$ cat src/rtl/data_break_responder.sv
// Data-break (DMA) responder: holds the PDP-8 at an instruction boundary
// and performs single-word reads/writes for the disk data mover, in bursts.
module data_break_responder #(
    parameter int MAX_BURST = 4
) (
    input  logic        clk,
    input  logic        reset,
    input  logic        clear,
    input  logic        dmaREQ,
    input  logic        dmaRD,
    input  logic        dmaWR,
    input  logic [0:14] dmaADDR,
    input  logic [0:11] dmaDOUT,
    output logic [0:11] dmaDIN,
    output logic        dmaGNT,
    input  logic        break_ok,
    output logic        cpu_hold,
    output logic [0:14] mem_addr,
    output logic [0:11] mem_wdata,
    output logic        mem_we,
    output logic        mem_re,
    input  logic [0:11] mem_rdata,
    output logic        dma_err
);

    typedef enum logic [2:0] {
        S_IDLE,
        S_WAIT,
        S_ACCESS,
        S_DATA,
        S_RELEASE,
        S_GAP
    } state_t;

    localparam logic [3:0] MAXB = 4'(MAX_BURST);

    state_t      state_q, state_d;
    logic [0:14] addr_q, addr_d;
    logic [0:11] wdata_q, wdata_d;
    logic [0:11] din_q, din_d;
    logic        rd_q, rd_d;
    logic        wr_q, wr_d;
    logic        err_q, err_d;
    logic [3:0]  cnt_q, cnt_d;
    logic        take;
    logic        is_wr;
    logic        is_rd;

    // A legal request has exactly one of read/write set.
    assign is_wr = wr_q & ~rd_q;
    assign is_rd = rd_q & ~wr_q;

    // State and latched request registers; clear behaves exactly like reset.
    always_ff @(posedge clk) begin
        if (reset || clear) begin
            state_q <= S_IDLE;
            addr_q  <= '0;
            wdata_q <= '0;
            din_q   <= '0;
            rd_q    <= 1'b0;
            wr_q    <= 1'b0;
            err_q   <= 1'b0;
            cnt_q   <= '0;
        end else begin
            state_q <= state_d;
            addr_q  <= addr_d;
            wdata_q <= wdata_d;
            din_q   <= din_d;
            rd_q    <= rd_d;
            wr_q    <= wr_d;
            err_q   <= err_d;
            cnt_q   <= cnt_d;
        end
    end

    // Next-state logic: wait for a break point, then run words back to back.
    always_comb begin
        state_d = state_q;
        din_d   = din_q;
        err_d   = err_q;
        cnt_d   = cnt_q;
        take    = 1'b0;
        unique case (state_q)
            S_IDLE: begin
                if (dmaREQ) state_d = S_WAIT;
            end
            S_WAIT: begin
                if (!dmaREQ) begin
                    state_d = S_IDLE;
                end else if (break_ok) begin
                    take    = 1'b1;
                    cnt_d   = '0;
                    state_d = S_ACCESS;
                end
            end
            S_ACCESS: begin
                if (!is_wr && !is_rd) err_d = 1'b1;
                state_d = S_DATA;
            end
            S_DATA: begin
                if (is_rd) din_d = mem_rdata;
                cnt_d   = cnt_q + 4'd1;
                state_d = S_RELEASE;
            end
            S_RELEASE: begin
                if (!dmaREQ) begin
                    state_d = S_IDLE;
                end else if (cnt_q < MAXB) begin
                    take    = 1'b1;
                    state_d = S_ACCESS;
                end else begin
                    state_d = S_GAP;
                end
            end
            S_GAP: begin
                state_d = S_WAIT;
            end
            default: begin
                state_d = S_IDLE;
            end
        endcase
    end

    // Capture the requester's word when a new access is started.
    always_comb begin
        addr_d  = addr_q;
        wdata_d = wdata_q;
        rd_d    = rd_q;
        wr_d    = wr_q;
        if (take) begin
            addr_d  = dmaADDR;
            wdata_d = dmaDOUT;
            rd_d    = dmaRD;
            wr_d    = dmaWR;
        end
    end

    assign cpu_hold  = (state_q == S_WAIT) || (state_q == S_ACCESS) ||
                       (state_q == S_DATA) || (state_q == S_RELEASE);
    assign mem_we    = (state_q == S_ACCESS) && is_wr;
    assign mem_re    = (state_q == S_ACCESS) && is_rd;
    assign dmaGNT    = (state_q == S_DATA);
    assign mem_addr  = addr_q;
    assign mem_wdata = wdata_q;
    assign dmaDIN    = din_q;
    assign dma_err   = err_q;

endmodule

$ cat config.mk
export PLATFORM = sky130hd
export DESIGN_NAME = data_break_responder
export DESIGN_NICKNAME = d
export VERILOG_FILES = /design/src/rtl/data_break_responder.sv
export SDC_FILE = /design/constraint.sdc
export NUM_CORES = 1
export LEC_CHECK = 0
export ABC_CLOCK_PERIOD_IN_PS = 4800
export CAP_MARGIN = 40
export CORE_ASPECT_RATIO = 0.75
export CORE_MARGIN = 10
export CORE_UTILIZATION = 35
export CTS_CLUSTER_DIAMETER = 80
export CTS_CLUSTER_SIZE = 20
export DETAILED_ROUTE_END_ITERATION = 10
export PLACE_DENSITY_LB_ADDON = 0.15
export SETUP_SLACK_MARGIN = 0.4
export SLEW_MARGIN = 20
export SYNTH_ARGS = -nofsm -noshare
export SYNTH_HDL_FRONTEND = slang
export SYNTH_SLANG_ARGS = --single-unit
$ cat constraint.sdc
create_clock -name clk -period 4.8 [get_ports clk]
set_input_delay 0.48 -clock clk [delete_from_list [all_inputs] [get_ports clk]]
set_output_delay 0.48 -clock clk [all_outputs]
set_load 0.01 [all_outputs]
==> run summary, run 1 <==
Power share of the sequential group = 57.0%
WL final = 5.54 mm
Design Area, Final = 3120 um2
Initial DRC Count = 44
Via density = 4.51
RSZ-0062 raised after global routing = no
Num CTS Buffers = 5
Fillers = 545
Slew headroom = 63.5%
Post-DP Area = 3040 um2
Synth Net Count = 294
Clock Tree Buf Depth = 2
Post-route antenna net violation count = 0
Sequential share of the synthesized area = 46.6%
Status = finished, final reports clean
CP required = 4.32 ns
Global-route wire length before repair = 9.04 mm
Switch Pwr = 0.165 mW
Post-layout nets = 376
GRT Util Overall = 11.8%
CP Capture Type = output pin
Fmax = 423 MHz
Hold Crit Class = reg2reg
Number of synthesized register bits = 49
Area leader, netlist = dfxtp_1
Ys async rst share = 0%
Worst-skew pair later-pin latency = 0.30 ns
Crit Path Class = reg2out
Row cnt = 24
Max Fanout on Critical Path = 14
Fin Setup TNS = 0 ns
Via Count = 1,832
CTS Root Cell = clkbuf_8
Die height = 87.1 um
Largest net degree at the start of global routing = 37
Post-synth top flop = dfxtp_1
PwrDens = 231 nW/um2
Ports = 90
Tcrit/Tclk final = 49.3%
Core area = 5830 um2
CTS hold repair buffers = 0
Mean cell area of the mapped netlist = 8.58 um2
Most common cell in the netlist = nand2_1
Min cycle time layout = 2.36 ns
Switching Share = 22.9%
Port bufs = 89
# clock sinks = 49
Post-route DRC = 0
Maximum vdd drop = 0.0993 mV
Pwr Total = 0.721 mW
Worst stage delay on the critical path = 0.56 ns
Total gr overflow = 0
Diode count = 0
Worst-path cell chain = nor3b_1 > and2_1 > clkdlybuf4s50_1
Yosys top cell area share = 46.6%
Power share of the combinational group = 9.9%
Leakage Power = 1.01 nW
Yosys cell types = 33
Antenna violations before repair = 0
Die area = 9540 um2
Final setup fails = 0
RD Place Congestion = 0.778
Slew at the pin closest to its max-slew limit = 0.545 ns
Mapped cell area = 2100 um2
Final Hold Vio Count = 0
Max-slew violations = 0
Starting Density = 36.1%
Synth top cells by count = nand2_1 (85), dfxtp_1 (49), mux2i_1 (29)
Routed WL per cell = 13.6 um
Number of global-route vias before repair = 1,782
Die W = 110 um
CP Launch Type = flip-flop
Post-Syn Instances = 245
TritonCTS clock tree = done
Power Internal = 0.556 mW
# Post-CTS Setup Buffers = 0
Max cap viols = 0
Synth top area cells = dfxtp_1 (47%), nand2_1 (15%), mux2i_1 (14%)
Area delta synth->final = 48.5%
Post-cts sizing count = 0
Yosys Warn Count = 0
H-tree levels = 2
Arrival time worst endpoint = 1.88 ns
Share of cells above drive strength 1 = 4.57%
EDFF count, synth = 0
Clock power frac = 33.1%
Dpl hpwl = 4.14 mm
Critical-path top delay cell = dfxtp_1
Clock Pin Slew Worst Setup and Hold Paths = 0.09 ns
Pre-antenna DRT Iters = 4
Clock skew = 0.00643 ns
## flip-flops by register name (all words and copies together) (netlist names)
signal,flops
cnt_q,4
mem_wdata,12
dmaDIN,12
dma_err,1
mem_addr,15
wr_q,1
state_q,3
rd_q,1
## per-layer routing
metal / GRT usage (%) / wire (um) / up-vias / part of all wire (%)
met5: 0 / 0 / - / 0
met4: 4.25 / 76 / 0 / 1.4
met3: 6.07 / 493 / 8 / 8.9
met2: 17.5 / 2460 / 42 / 44
met1: 14.3 / 2500 / 805 / 45
li1: - / - / 977 / -
## worst max-delay path, delay by kind of cell (launching register included)
| kind | cells | cell delay (ns) |
|---|---|---|
| flip-flops | 1 | 0.56 |
| buffers and inverters | 1 | 0.56 |
| AND/OR/NAND/NOR | 2 | 0.47 |
## path summary, 6_finish.rpt
kind / depth (start not counted) / endpoint / slack [ns] / from
hold / removal: 2 / dmaDIN[11]$_SDFFE_PP0P_ / 0.46 / dmaDIN[11]$_SDFFE_PP0P_
setup reg to reg: 4 / mem_addr[8]$_SDFFE_PP0P_ / 2.50 / state_q[2]$_SDFFE_PP0P_
hold reg to reg: 2 / dmaDIN[11]$_SDFFE_PP0P_ / 0.46 / dmaDIN[11]$_SDFFE_PP0P_
setup / recovery: 3 / mem_we / 2.44 / state_q[1]$_SDFFE_PP0P_
## metrics by stage
step	hold WS, ns	cells	setup WS (ns)	util [%]
floorplan	0.451	245	3.23	-
global placement	0.441	398	2.46	52.2
detailed placement	0.447	398	2.40	52.2
CTS	0.460	406	2.43	53.6
global route	0.475	406	2.30	53.6
finish	0.455	406	2.44	53.6
## cell families (layout without fill, tap and decap cells)
kind of cell / Yosys count / in the layout / share of synthesized area [%]
AO/OA/AOI/OAI: 29 / 29 / 8.09
XOR/XNOR: 1 / 1 / 0.416
adder cells (fa/ha/maj): 3 / 3 / 1.78
buffers and inverters: 20 / 103 / 4.64
flip-flops: 49 / 49 / 46.6
multiplexers: 29 / 29 / 13.8
AND/OR/NAND/NOR: 114 / 114 / 24.6
## power groups by stage
stage               Combinational [mW]  Clock [mW]  Sequential (mW)
finish                          0.0717       0.239            0.411
CTS                             0.0724       0.250            0.411
global placement                0.0723           0            0.420
floorplan                       0.0265           0            0.420
global route                    0.0786       0.259            0.411
detailed placement              0.0720           0            0.420
## cells in the final DEF (no fill, tap or decap), drive strengths merged, types with 3 or more instances in the layout
cell type / Yosys / final
clkdlybuf4s50: 0 / 89
nand2: 85 / 85
dfxtp: 49 / 49
mux2i: 29 / 29
a21oi: 19 / 19
clkbuf: 13 / 7
nor2: 6 / 6
inv: 4 / 4
nand3b: 3 / 3
or2: 3 / 3
o21ai: 3 / 3
ha: 3 / 3
## area by class of cell
type                            count  area [um2]  share of cell area (%)
Tap cell                           78        97.6                    3.12
Sequential cell                    49         981                    31.4
Clock buffer                        7        76.3                    2.44
Multi-Input combinational cell    176        1040                    33.3
Inverter                            4        15.0                   0.481
Timing Repair Buffer               91         906                    29.0
Clock inverter                      1        7.51                   0.240
No activity file was read; power rests on OpenSTA's default activity.
==> run 2: changes to the inputs <==
Settings changed: ABC_CLOCK_PERIOD_IN_PS 4800 to 2380.
Clock period 4.8 ns to 2.38 ns, I/O delays scaled along.
==> run summary, run 2 (synthesized netlist as in run 1, its figures left out) <==
RD Place Congestion = 0.813 (+4.5%)
Worst setup margin = 0.495 ns (-1.94 ns)
H-tree levels = 2 (unchanged)
Slew headroom = 62.1% (-1.4 points)
Largest register FFs = 15 (unchanged)
Post-DP Area = 3080 um2 (+1.3%)
RSZ-0062 raised after global routing = yes
FF-to-FF setup slack = 0.54 ns (-1.96 ns)
Row cnt = 24 (unchanged)
CP required = 2.14 ns (-2.18 ns)
Pre-antenna DRT Iters = 4 (unchanged)
Num CTS Buffers = 5 (unchanged)
Hold depth = 2 (unchanged)
Worst-skew pair later-pin latency = 0.30 ns (about the same)
Core area = 5830 um2 (unchanged)
# clock sinks = 49 (unchanged)
CTS hold repair buffers = 0 (unchanged)
Clock skew = 0.00852 ns (+0.00209 ns)
WL final = 5.50 mm (-0.67%)
Power Internal = 1.26 mW (+130%)
Diode count = 0 (unchanged)
Fillers = 545 (unchanged)
Commonest non-fill, non-tap cell in the layout = clkdlybuf4s50_1
Max-slew violations = 0 (unchanged)
Critical R2R Capture = mem_wdata[3]$_SDFFE_PP0P_
Total gr overflow = 0 (unchanged)
Fin Setup TNS = 0 ns (unchanged)
Ports = 90 (unchanged)
Leakage Power = 1.08 nW (+6.6%)
CP Launch Type = flip-flop
Min cycle time layout = 1.88 ns
Port bufs = 89 (unchanged)
Post-layout nets = 378 (+0.53%)
CTS Root Cell = clkbuf_8
Status = finished, final reports clean
Final setup fails = 0 (unchanged)
CP Capture Type = output pin
Switching Share = 21.0% (-1.9 points)
Post-layout util = 55.0% (+1.4 points)
Pwr Total = 1.59 mW (+120%)
Starting Density = 36.1% (unchanged)
Worst r2r src = state_q[0]$_SDFFE_PP0P_
PwrDens = 497 nW/um2 (+120%)
Launch point of the critical path = state_q[2]$_SDFFE_PP0P_
Clock Pin Slew Worst Setup and Hold Paths = 0.09 ns (about the same)
Tcrit/Tclk final = 79.2%
Fmax = 531 MHz
Worst Hold Path EP = dmaDIN[0]$_SDFFE_PP0P_
Commonest cells after routing, fill and taps aside = clkdlybuf4s50_1 (87), nand2_1 (85), dfxtp_1 (47)
Global-route wire length before repair = 8.99 mm (-0.54%)
Routed WL per cell = 13.5 um (-1.2%)
Arrival time worst endpoint = 1.65 ns (-0.23 ns)
Power share of the combinational group = 9.3% (-0.6 points)
Crit Path Class = reg2out
Worst Reg-to-Reg Cells = 4 (unchanged)
Post-route DRC = 0 (unchanged)
Number of global-route vias before repair = 1,835 (+3.0%)
Power share of the sequential group = 52.0% (-5.0 points)
Via Count = 1,865 (+1.8%)
Design Area, Final = 3210 um2 (+2.7%)
Area delta synth->final = 52.5%
Antenna violations before repair = 0 (unchanged)
Clock Tree Buf Depth = 2 (unchanged)
Max cap viols = 0 (unchanged)
Die height = 87.1 um (unchanged)
Final Hold Vio Count = 0 (unchanged)
Post-route antenna net violation count = 0 (unchanged)
Via density = 4.57 (+1.3%)
Die W = 110 um (unchanged)
Hold Crit Class = reg2reg
Maximum vdd drop = 0.255 mV (+160%)
Die area = 9540 um2 (unchanged)
Switch Pwr = 0.335 mW (+100%)
Hold_sp = dmaDIN[0]$_SDFFE_PP0P_
Clock power frac = 38.7% (+5.6 points)
Dpl ws = 0.473 ns (-1.92 ns)
Initial DRC Count = 40 (-9.1%)
Share of cells above drive strength 1 = 6.36% (+1.8 points)
Dpl hpwl = 4.09 mm (-1.3%)
GRT Util Overall = 11.7% (-0.11 points)
TritonCTS clock tree = done
Max Fanout on Critical Path = 14 (unchanged)
Slew at the pin closest to its max-slew limit = 0.566 ns (+0.0208 ns)
Largest net degree at the start of global routing = 59 (+59%)
## run 2: changes by cell type in the layout (fill, tap and decap cells not counted)
cell / before / now
bufinv_16: 0 / 1
clkbuf_1: 2 / 1
buf_12: 0 / 2
dlygate4sd2_1: 0 / 1
clkinvlp_4: 1 / 0
nor3b_2: 0 / 1
nor3b_1: 2 / 1
clkdlybuf4s50_1: 89 / 87
clkbuf_8: 5 / 6
dlymetal6s2s_1: 0 / 1
dfxtp_4: 0 / 1
dfxtp_1: 49 / 47
dfxtp_2: 0 / 1
## run 2: through the flow
stage	std cells	hold WS, ns
after CTS	408	0.460
after global routing	408	0.472
after floorplan	245	0.356
after detailed placement	400	0.448
final	408	0.456
after global placement	400	0.440
## run 2: how the worst max path moves through the flow
stage | end
after floorplan | mem_wdata[10]$_SDFFE_PP0P_
after global placement | cnt_q[3]$_SDFFE_PP0P_
after detailed placement | mem_addr[11]$_SDFFE_PP0P_
after CTS | mem_we
after global routing | dmaGNT
final | dmaGNT
## run 2: layout make-up
type | instances | area, um2 | share of cell area [%]
well taps | 78 | 97.6 | 3.04
flip-flops and latches | 49 | 986 | 30.7
multi-input cells | 176 | 1040 | 32.6
clock inverters | 1 | 30.0 | 0.936
inverters | 4 | 15.0 | 0.468
clock buffers | 7 | 86.3 | 2.69
repair buffers | 93 | 947 | 29.5
## run 2: critical path, stage by stage, from the launching register on
cell and delay [ns]:
dfxtp_1 0.32, buf_4 0.17, and3b_1 0.29, clkdlybuf4s50_1 0.56
## run 2: layer usage
layer	track usage (%)	part of all wire (%)	vias to the layer above	wire length (um)
li1	-	-	977	-
met4	3.89	0.73	0	40
met5	0	0	-	0
met2	17.0	45	52	2490
met1	14.6	44	830	2440
met3	5.84	9.6	6	527
## run 2: power groups by stage
stage	logic, mW	clock network [mW]	registers [mW]
floorplan	0.0534	0	0.846
global placement	0.150	0	0.847
detailed placement	0.150	0	0.847
CTS	0.150	0.639	0.829
global route	0.160	0.664	0.829
finish	0.148	0.617	0.828
## run 2: what timing repair did
| action | 4_1_cts | 5_1_grt |
|---|---|---|
| resized for setup | 3 | 3 |
| setup buffers | 0 | 0 |
| endpoints found under the setup margin | 3 | 1 |
| pin swaps | 0 | 0 |
